**src/rtl/compressed_aligner.sv**
```systemverilog
// Splits a stream of 32-bit fetch words into 16/32-bit instructions, carrying a
// residual halfword across word boundaries and holding a word for a second compressed emission.
module compressed_aligner #(
   parameter int PC_W = 32
) (
   input  logic            clk,
   input  logic            reset,
   input  logic            in_valid,
   output logic            in_ready,
   input  logic [31:0]     in_word,
   input  logic [PC_W-1:0] pc_in,
   input  logic            flush,
   input  logic [PC_W-1:0] flush_pc,
   output logic            out_valid,
   input  logic            out_ready,
   output logic [31:0]     instr_out,
   output logic            instr_is_c,
   output logic [PC_W-1:0] pc_out,
   output logic            f1f1,
   output logic            f1f2,
   output logic            hf,
   output logic            fh,
   output logic            hh,
   output logic            stall_compressed
);

   typedef enum logic [1:0] {EMPTY, HPEND, RESID} state_t;

   localparam logic [4:0] CLS_F1F1 = 5'b10000;
   localparam logic [4:0] CLS_F1F2 = 5'b01000;
   localparam logic [4:0] CLS_HF   = 5'b00100;
   localparam logic [4:0] CLS_FH   = 5'b00010;
   localparam logic [4:0] CLS_HH   = 5'b00001;

   state_t          state_reg;
   logic            skip_lo_reg;
   logic            hpend_fh_reg;
   logic [15:0]     s_reg;
   logic [PC_W-1:0] sp_reg;

   logic [15:0]     lo, hi;
   logic            lo_c, hi_c;
   logic [PC_W-1:0] pc_hi;
   logic [4:0]      cls;
   logic            fire, consume;

   assign lo      = in_word[15:0];
   assign hi      = in_word[31:16];
   assign lo_c    = (lo[1:0] != 2'b11);
   assign hi_c    = (hi[1:0] != 2'b11);
   assign pc_hi   = pc_in + PC_W'(2);
   assign fire    = out_valid & out_ready;
   assign consume = in_valid & in_ready;
   assign {f1f1, f1f2, hf, fh, hh} = cls;

   always_comb begin
      in_ready         = 1'b0;
      out_valid        = 1'b0;
      instr_out        = 32'h0;
      instr_is_c       = 1'b0;
      pc_out           = '0;
      cls              = 5'b0;
      stall_compressed = 1'b0;
      if (!reset && !flush) begin
         unique case (state_reg)
            EMPTY: begin
               if (skip_lo_reg) begin
                  // A full hi after a mid-word redirect is absorbed silently.
                  if (hi_c) begin
                     in_ready   = out_ready;
                     out_valid  = in_valid;
                     instr_out  = {16'h0, hi};
                     instr_is_c = 1'b1;
                     pc_out     = pc_hi;
                     cls        = CLS_FH;
                  end else begin
                     in_ready = 1'b1;
                  end
               end else if (!lo_c) begin
                  in_ready  = out_ready;
                  out_valid = in_valid;
                  instr_out = in_word;
                  pc_out    = pc_in;
                  cls       = CLS_F1F1;
               end else begin
                  out_valid  = in_valid;
                  instr_out  = {16'h0, lo};
                  instr_is_c = 1'b1;
                  pc_out     = pc_in;
                  if (hi_c) begin
                     cls              = CLS_HH;
                     stall_compressed = 1'b1;
                  end else begin
                     in_ready = out_ready;
                     cls      = CLS_HF;
                  end
               end
            end
            HPEND: begin
               in_ready   = out_ready;
               out_valid  = 1'b1;
               instr_out  = {16'h0, hi};
               instr_is_c = 1'b1;
               pc_out     = pc_hi;
               cls        = hpend_fh_reg ? CLS_FH : CLS_HH;
            end
            RESID: begin
               out_valid = in_valid;
               instr_out = {lo, s_reg};
               pc_out    = sp_reg;
               cls       = CLS_F1F2;
               if (hi_c) stall_compressed = 1'b1;
               else      in_ready = out_ready;
            end
            default: ;
         endcase
      end
      if (!out_valid) begin
         instr_out        = 32'h0;
         instr_is_c       = 1'b0;
         pc_out           = '0;
         cls              = 5'b0;
         stall_compressed = 1'b0;
      end
   end

   always_ff @(posedge clk or posedge reset) begin
      if (reset) begin
         state_reg    <= EMPTY;
         skip_lo_reg  <= 1'b0;
         hpend_fh_reg <= 1'b0;
         s_reg        <= 16'h0;
         sp_reg       <= '0;
      end else if (flush) begin
         state_reg    <= EMPTY;
         skip_lo_reg  <= flush_pc[1];
         hpend_fh_reg <= 1'b0;
         s_reg        <= 16'h0;
         sp_reg       <= flush_pc;
      end else begin
         if (consume) skip_lo_reg <= 1'b0;
         unique case (state_reg)
            EMPTY: begin
               if (skip_lo_reg) begin
                  if (consume && !hi_c) begin
                     s_reg     <= hi;
                     sp_reg    <= pc_hi;
                     state_reg <= RESID;
                  end
               end else if (fire && lo_c) begin
                  if (hi_c) begin
                     state_reg    <= HPEND;
                     hpend_fh_reg <= 1'b0;
                  end else begin
                     s_reg     <= hi;
                     sp_reg    <= pc_hi;
                     state_reg <= RESID;
                  end
               end
            end
            HPEND: if (fire) state_reg <= EMPTY;
            RESID: begin
               if (fire) begin
                  if (hi_c) begin
                     state_reg    <= HPEND;
                     hpend_fh_reg <= 1'b1;
                  end else begin
                     s_reg  <= hi;
                     sp_reg <= pc_hi;
                  end
               end
            end
            default: state_reg <= EMPTY;
         endcase
      end
   end

endmodule

```
**config.mk**
```make
export PLATFORM = sky130hd
export DESIGN_NAME = compressed_aligner
export DESIGN_NICKNAME = d
export VERILOG_FILES = /design/src/rtl/compressed_aligner.sv
export SDC_FILE = /design/constraint.sdc
export NUM_CORES = 1
export LEC_CHECK = 0
export ABC_AREA = 1
export BUFFER_PORTS_ARGS = -buffer_cell sky130_fd_sc_hd__clkbuf_2
export CORE_UTILIZATION = 58
export CTS_BUF_LIST = sky130_fd_sc_hd__clkbuf_2
export DETAILED_ROUTE_END_ITERATION = 8
export HOLD_SLACK_MARGIN = 0.15
export PLACE_DENSITY_LB_ADDON = 0.12
export SLEW_MARGIN = 0
export SYNTH_ARGS = -nofsm -noshare
export SYNTH_HDL_FRONTEND = slang
export SYNTH_SLANG_ARGS = --single-unit
```
**constraint.sdc**
```tcl
create_clock -name clk -period 4.6 [get_ports clk]
set_input_delay 0.46 -clock clk [delete_from_list [all_inputs] [get_ports clk]]
set_output_delay 0.46 -clock clk [all_outputs]
set_load 0.005 [all_outputs]
```
== Word-level counts from Yosys, hierarchy flattened ==
Cells that the tools add are included.

* Output and inout bits: 73
* Bits of input ports: 101
* Logic and storage cells: 104
* Flip-flop bits (word level): 52

* Bitwise gates (word level): 2
* Reductions and logical operators: 12
* Multiplexer cells: 72
* $add $sub $neg: 1
* Equality and inequality tests: 12

{| class="wikitable"
|+ Operator list
! operator !! count
|-
| $mux 32 || 14
|-
| $pmux 32 s3 || 2
|-
| $mux 16 || 7
|-
| $pmux 32 s2 || 1
|-
| $add 32x2->32 const B || 1
|-
| $pmux 16 s2 || 1
|-
| $mux 1 || 25
|-
| $mux 2 || 10
|-
| $mux 5 || 4
|-
| $ne 3x3->1 const B || 6
|-
| $pmux 5 s3 || 1
|-
| $ne 4x4->1 const B || 2
|-
| $pmux 1 s2 || 3
|-
| $pmux 1 s3 || 2
|-
| $pmux 2 s3 || 1
|-
| $reduce_and 6->1 || 1
|-
| $reduce_and 5->1 || 1
|-
| $ne 2x2->1 const B || 2
|-
| $reduce_and 4->1 || 1
|-
| $logic_and 1x1->1 || 3
|-
| $logic_not 1->1 || 3
|-
| $mux 3 || 1
|-
| $reduce_bool 3->1 || 1
|-
| $and 1x1->1 || 2
|-
| 4 further kinds || 4
|}

== Logic depth before layout (Yosys ltp) ==
* Depth in word-level cells: 12
* Mapped depth: 14
* Depth with buffers taken out: 13

== Worst setup path after synthesis ==
OpenSTA, ideal clock, no wires.

* Path kind: input to output
* Start point: input port in_word[16]
* End point: output port instr_out[10]
* Arrival time: 1586 ps
* Stages on the path: 8
* Required time: 4140 ps
* Slack: 2554 ps
* Path buffers: 3
* Cell sequence: buf_2 nand2_2 a31oi_2 inv_2 buf_2 buf_2 nand2_1 a31oi_1

* Word-level cells in the longest chain between the ends: 6
* Elaborated cells between the ends (all ways): 10
* Classes of those cells: eq/ne (1); mux (9)

{| class="wikitable"
|+ RTL lines
! element !! RTL line !! RTL
|-
| start: declaration || 10 || <nowiki>input logic [31:0] in_word,</nowiki>
|-
| $ne 2x2->1 (*) || 50 || <nowiki>assign hi_c = (hi[1:0] != 2'b11);</nowiki>
|-
| $mux 16 / $mux 1 (equally long branches) || 69 || <nowiki>if (hi_c) begin</nowiki>
|-
| $mux 32 / $mux 1 (equally long branches) || 67 || <nowiki>if (skip_lo_reg) begin</nowiki>
|-
| $pmux 32 s3 / $pmux 1 s3 (equally long branches) || 65 || <nowiki>unique case (state_reg)</nowiki>
|-
| $mux 32 / $mux 1 (equally long branches) || 64 || <nowiki>if (!reset && !flush) begin</nowiki>
|-
| $mux 32 (*) || 118 || <nowiki>if (!out_valid) begin</nowiki>
|-
| end: declaration || 16 || <nowiki>output logic [31:0] instr_out,</nowiki>
|}

Every way passes the cells marked *; elsewhere a longest branch is shown, timed or not.

== Final worst setup path ==
* Start point: register state_reg[0]
* End point: output port instr_out[22]

* Word-level cells in the longest chain between the ends: 4
* Elaborated cells between the ends (all ways): 8
* Classes of those cells: eq/ne (2); mux (5); reduce/logical (1)

{| class="wikitable"
|+ RTL lines
! element !! RTL line !! RTL
|-
| start: declaration || 35 || <nowiki>state_t state_reg;</nowiki>
|-
| start signal: assignment || 129 || <nowiki>state_reg <= EMPTY;</nowiki>
|-
| start signal: assignment || 135 || <nowiki>state_reg <= EMPTY;</nowiki>
|-
| start signal: assignment || 148 || <nowiki>state_reg <= RESID;</nowiki>
|-
| $eq 2x2->1 (tied with other cells) || 65 ||
|-
| $pmux 32 s3 / $pmux 1 s3 (equally long branches) || 65 ||
|-
| $mux 32 / $mux 1 (equally long branches) || 64 ||
|-
| $mux 32 (*) || 118 ||
|}

Marks and branches as above.

==> run metrics <==
status=finished with violations; violated checks=DRC; share of the synthesized area in the top cell type=0.2695; VDD IR-drop max=0.2929 mV; num ports=roughly 170; Slew @ Worst Pin=roughly 1.2 ns; worst flop-to-flop path endpoint=s_reg[2]; CTS root buf=clkbuf_2; Die ar.=9536 µm²; worst-skew pair later-pin latency=around 0.47 ns; clock transition at the registers of the reported paths=0.31 ns; max-cap viol count=0; first-pass GRT wire length=28.84 mm; Worst Setup Slack post-DPL=about 1.6 ns; cells on worst reg2reg path=8; Seq/Total Area, Yosys=0.2452; post-DR vias/cell=5.690; power per cell area=432.2 nW/µm²; antenna fix cells=0; vias=a little under 7000; CTS Buf Count=5; CTS tree=done; WHS Path Cells=5; Setup crit end kind=output pin; Synth-to-Final Area Change=16.48%; biggest area consumer among synthesized cells=nand2_1; Hold EP=sp_reg[7]; multi-input logic area=3491 µm²; HP Class=input pin to flip-flop; RSZ-0062 raised after global routing=false; port buffer count=173; Layout fillers=851; GRT Util Overall=0.3731; Die Height=97.65 µm; slew margin rel.=0.2318; Routed WL=roughly 18 mm; # Post-CTS Setup Buffers=0; leakage power=3.292 nW; FMAX=between 0.2 and 0.3 GHz; die width=~98 µm; Setup crit start kind=flip-flop; post-route setup TNS=0 ns; Syn Area/Cell=around 5.5 µm²; Area after DPL=about 6100 µm²; floorplan row count=34; starting density of the core=0.6026; post-route minimum period=3.424 ns; drt pass-1 iters=8; antenna viol nets, final=0; kind of critical path=flip-flop to output pin; part of the cycle the worst path needs=0.7444; YS warnings=0; CP arrival=2.96 ns; slack of the critical path=~1.2 ns; largest net degree at the start of global routing=63; R2R setup slack=approximately 1.5 ns; clk buf depth=2; TritonCTS sink count=52; fraction of layout cells with a size suffix above 1=0.1886; # resized after CTS=0; Final Hold Vio Count=0; vias in the first global route=around 6200; DRT iter0 DRCs=535; CP required=roughly 4.1 ns; worst r2r src=state_reg[0]; skew final=0.03298 ns; Core Box Area=8806 µm²; max FFs per register=32; Mapped Cells=958; FF+latch count, synth=52; Synth Cell Area=5306 µm²; GR Overflow Total=0; final-report max-slew violation count=0; RD Place Congestion=0.9797; H-tree Lvls=2; antenna violations before repair=0; DRC viols=20; CP max FO=16; syn nets=1060; FF+latch area=between 1000 and 1500 µm²; Final #Nets=1193; final setup fails=0; Post-DP HPWL=between 10 and 15 mm; Routed WL per cell=14.62 µm; min-delay src=flush_pc[7]; final instance area=a little over 6000 µm²; Unique masters post-synth=34; Area contributors post-synth=nand2_1 27%, dfrtp_1 25%, nor2_1 9.9%, nand3_1 6.5%, inv_1 4.3%
-- cell usage after synthesis --
master	n
nor3_1	12
nor2_1	140
o21ai_1	2
dfrtp_1	52
nand2_1	381
o22ai_1	7
a31oi_2	1
a21oi_1	35
buf_6	3
o21ai_0	38
inv_2	8
nand4_1	7
nand3_1	69
nor4_1	1
and2_1	2
ha_1	1
o21a_1	9
xnor2_1	1
or2_2	1
clkbuf_1	26
buf_4	3
nor2_2	2
a221oi_1	6
nand2_2	2
a22oi_1	17
buf_2	23
clkinv_1	1
xor2_1	3
nor2_4	1
inv_1	61
o211ai_1	1
o21bai_1	1
a31oi_1	34
a211oi_1	7
-- where the power goes --
part           switching, mW  internal (mW)  total, mW
clock network          0.164         0.0884      0.252
logic                   1.08          0.505       1.58
registers              0.175          0.660      0.835
total                   1.42           1.25       2.67
-- stage by stage --
stage	hold slack (ns)	utilization	power, mW	cells
after CTS	0.2450	0.7019	2.649	1200
after global placement	0.3361	0.6937	2.358	1191
after floorplan	0.4417	-	1.993	958
after detailed placement	0.3335	0.6937	2.398	1191
final	0.2492	0.7019	2.671	1200
after global routing	0.2404	0.7019	2.907	1200
-- routing by layer --
metal,vias to the layer above,GRT usage,routed length (µm)
met5,-,0,0
met2,370,0.6285,8130
met3,51,0.04604,1674
met1,3027,0.4835,7168
li1,3380,-,-
met4,0,0.1527,569
-- worst max-delay path: stages, from the launching register on --
cell and delay (ns):
dfrtp_1 0.53, nor2_2 0.31, inv_2 0.07, nor2_2 0.54, inv_2 0.29, nor2_4 0.40
a22oi_1 0.12, nor2_1 0.13, clkbuf_2 0.13
-- worst max path at each step --
stage	from	endpoint	cells past startpoint
2_1_floorplan	in_word[16]	instr_out[10]	8
3_3_place_gp	state_reg[0]	sp_reg[25]	8
3_5_place_dp	state_reg[0]	sp_reg[20]	8
4_1_cts	state_reg[0]	instr_out[31]	8
5_1_grt	state_reg[0]	instr_out[24]	8
6_report	state_reg[0]	instr_out[22]	8
-- logic make-up after synthesis --
kind of cell | Yosys count | synth area share
compound gates | 158 | 0.1809
simple gates | 618 | 0.4647
xor+xnor | 4 | 0.006603
flops | 52 | 0.2452
fa+ha+maj | 1 | 0.002358
buf+inv | 125 | 0.1002
-- area by class of cell --
| cell class | instances | share of cell area |
|---|---|---|
| repair buffers | 181 | 0.1502 |
| flip-flops and latches | 52 | 0.2105 |
| clock inverters | 3 | 0.006073 |
| well taps | 108 | 0.02186 |
| multi-input cells | 781 | 0.5648 |
| inverters | 70 | 0.04251 |
| clock buffers | 5 | 0.004049 |
-- repair_timing --
| item | CTS | global route |
|---|---|---|
| setup endpoints to repair | 0 | 0 |
| hold buffers | 1 | 0 |
| hold endpoints to repair | 4 | 0 |
-- cells in the final DEF, fill, tap and decap left out, types with 9 or more instances in the layout --
| master | n |
|---|---|
| o21ai_0 | 38 |
| a21oi_1 | 35 |
| nor3_1 | 12 |
| a22oi_1 | 17 |
| inv_1 | 60 |
| inv_2 | 9 |
| nand2_1 | 379 |
| a31oi_1 | 34 |
| nor2_1 | 139 |
| clkbuf_2 | 178 |
| dfrtp_1 | 52 |
| o21a_1 | 9 |
| nand3_1 | 68 |
Power figures use the tool's default switching activity.
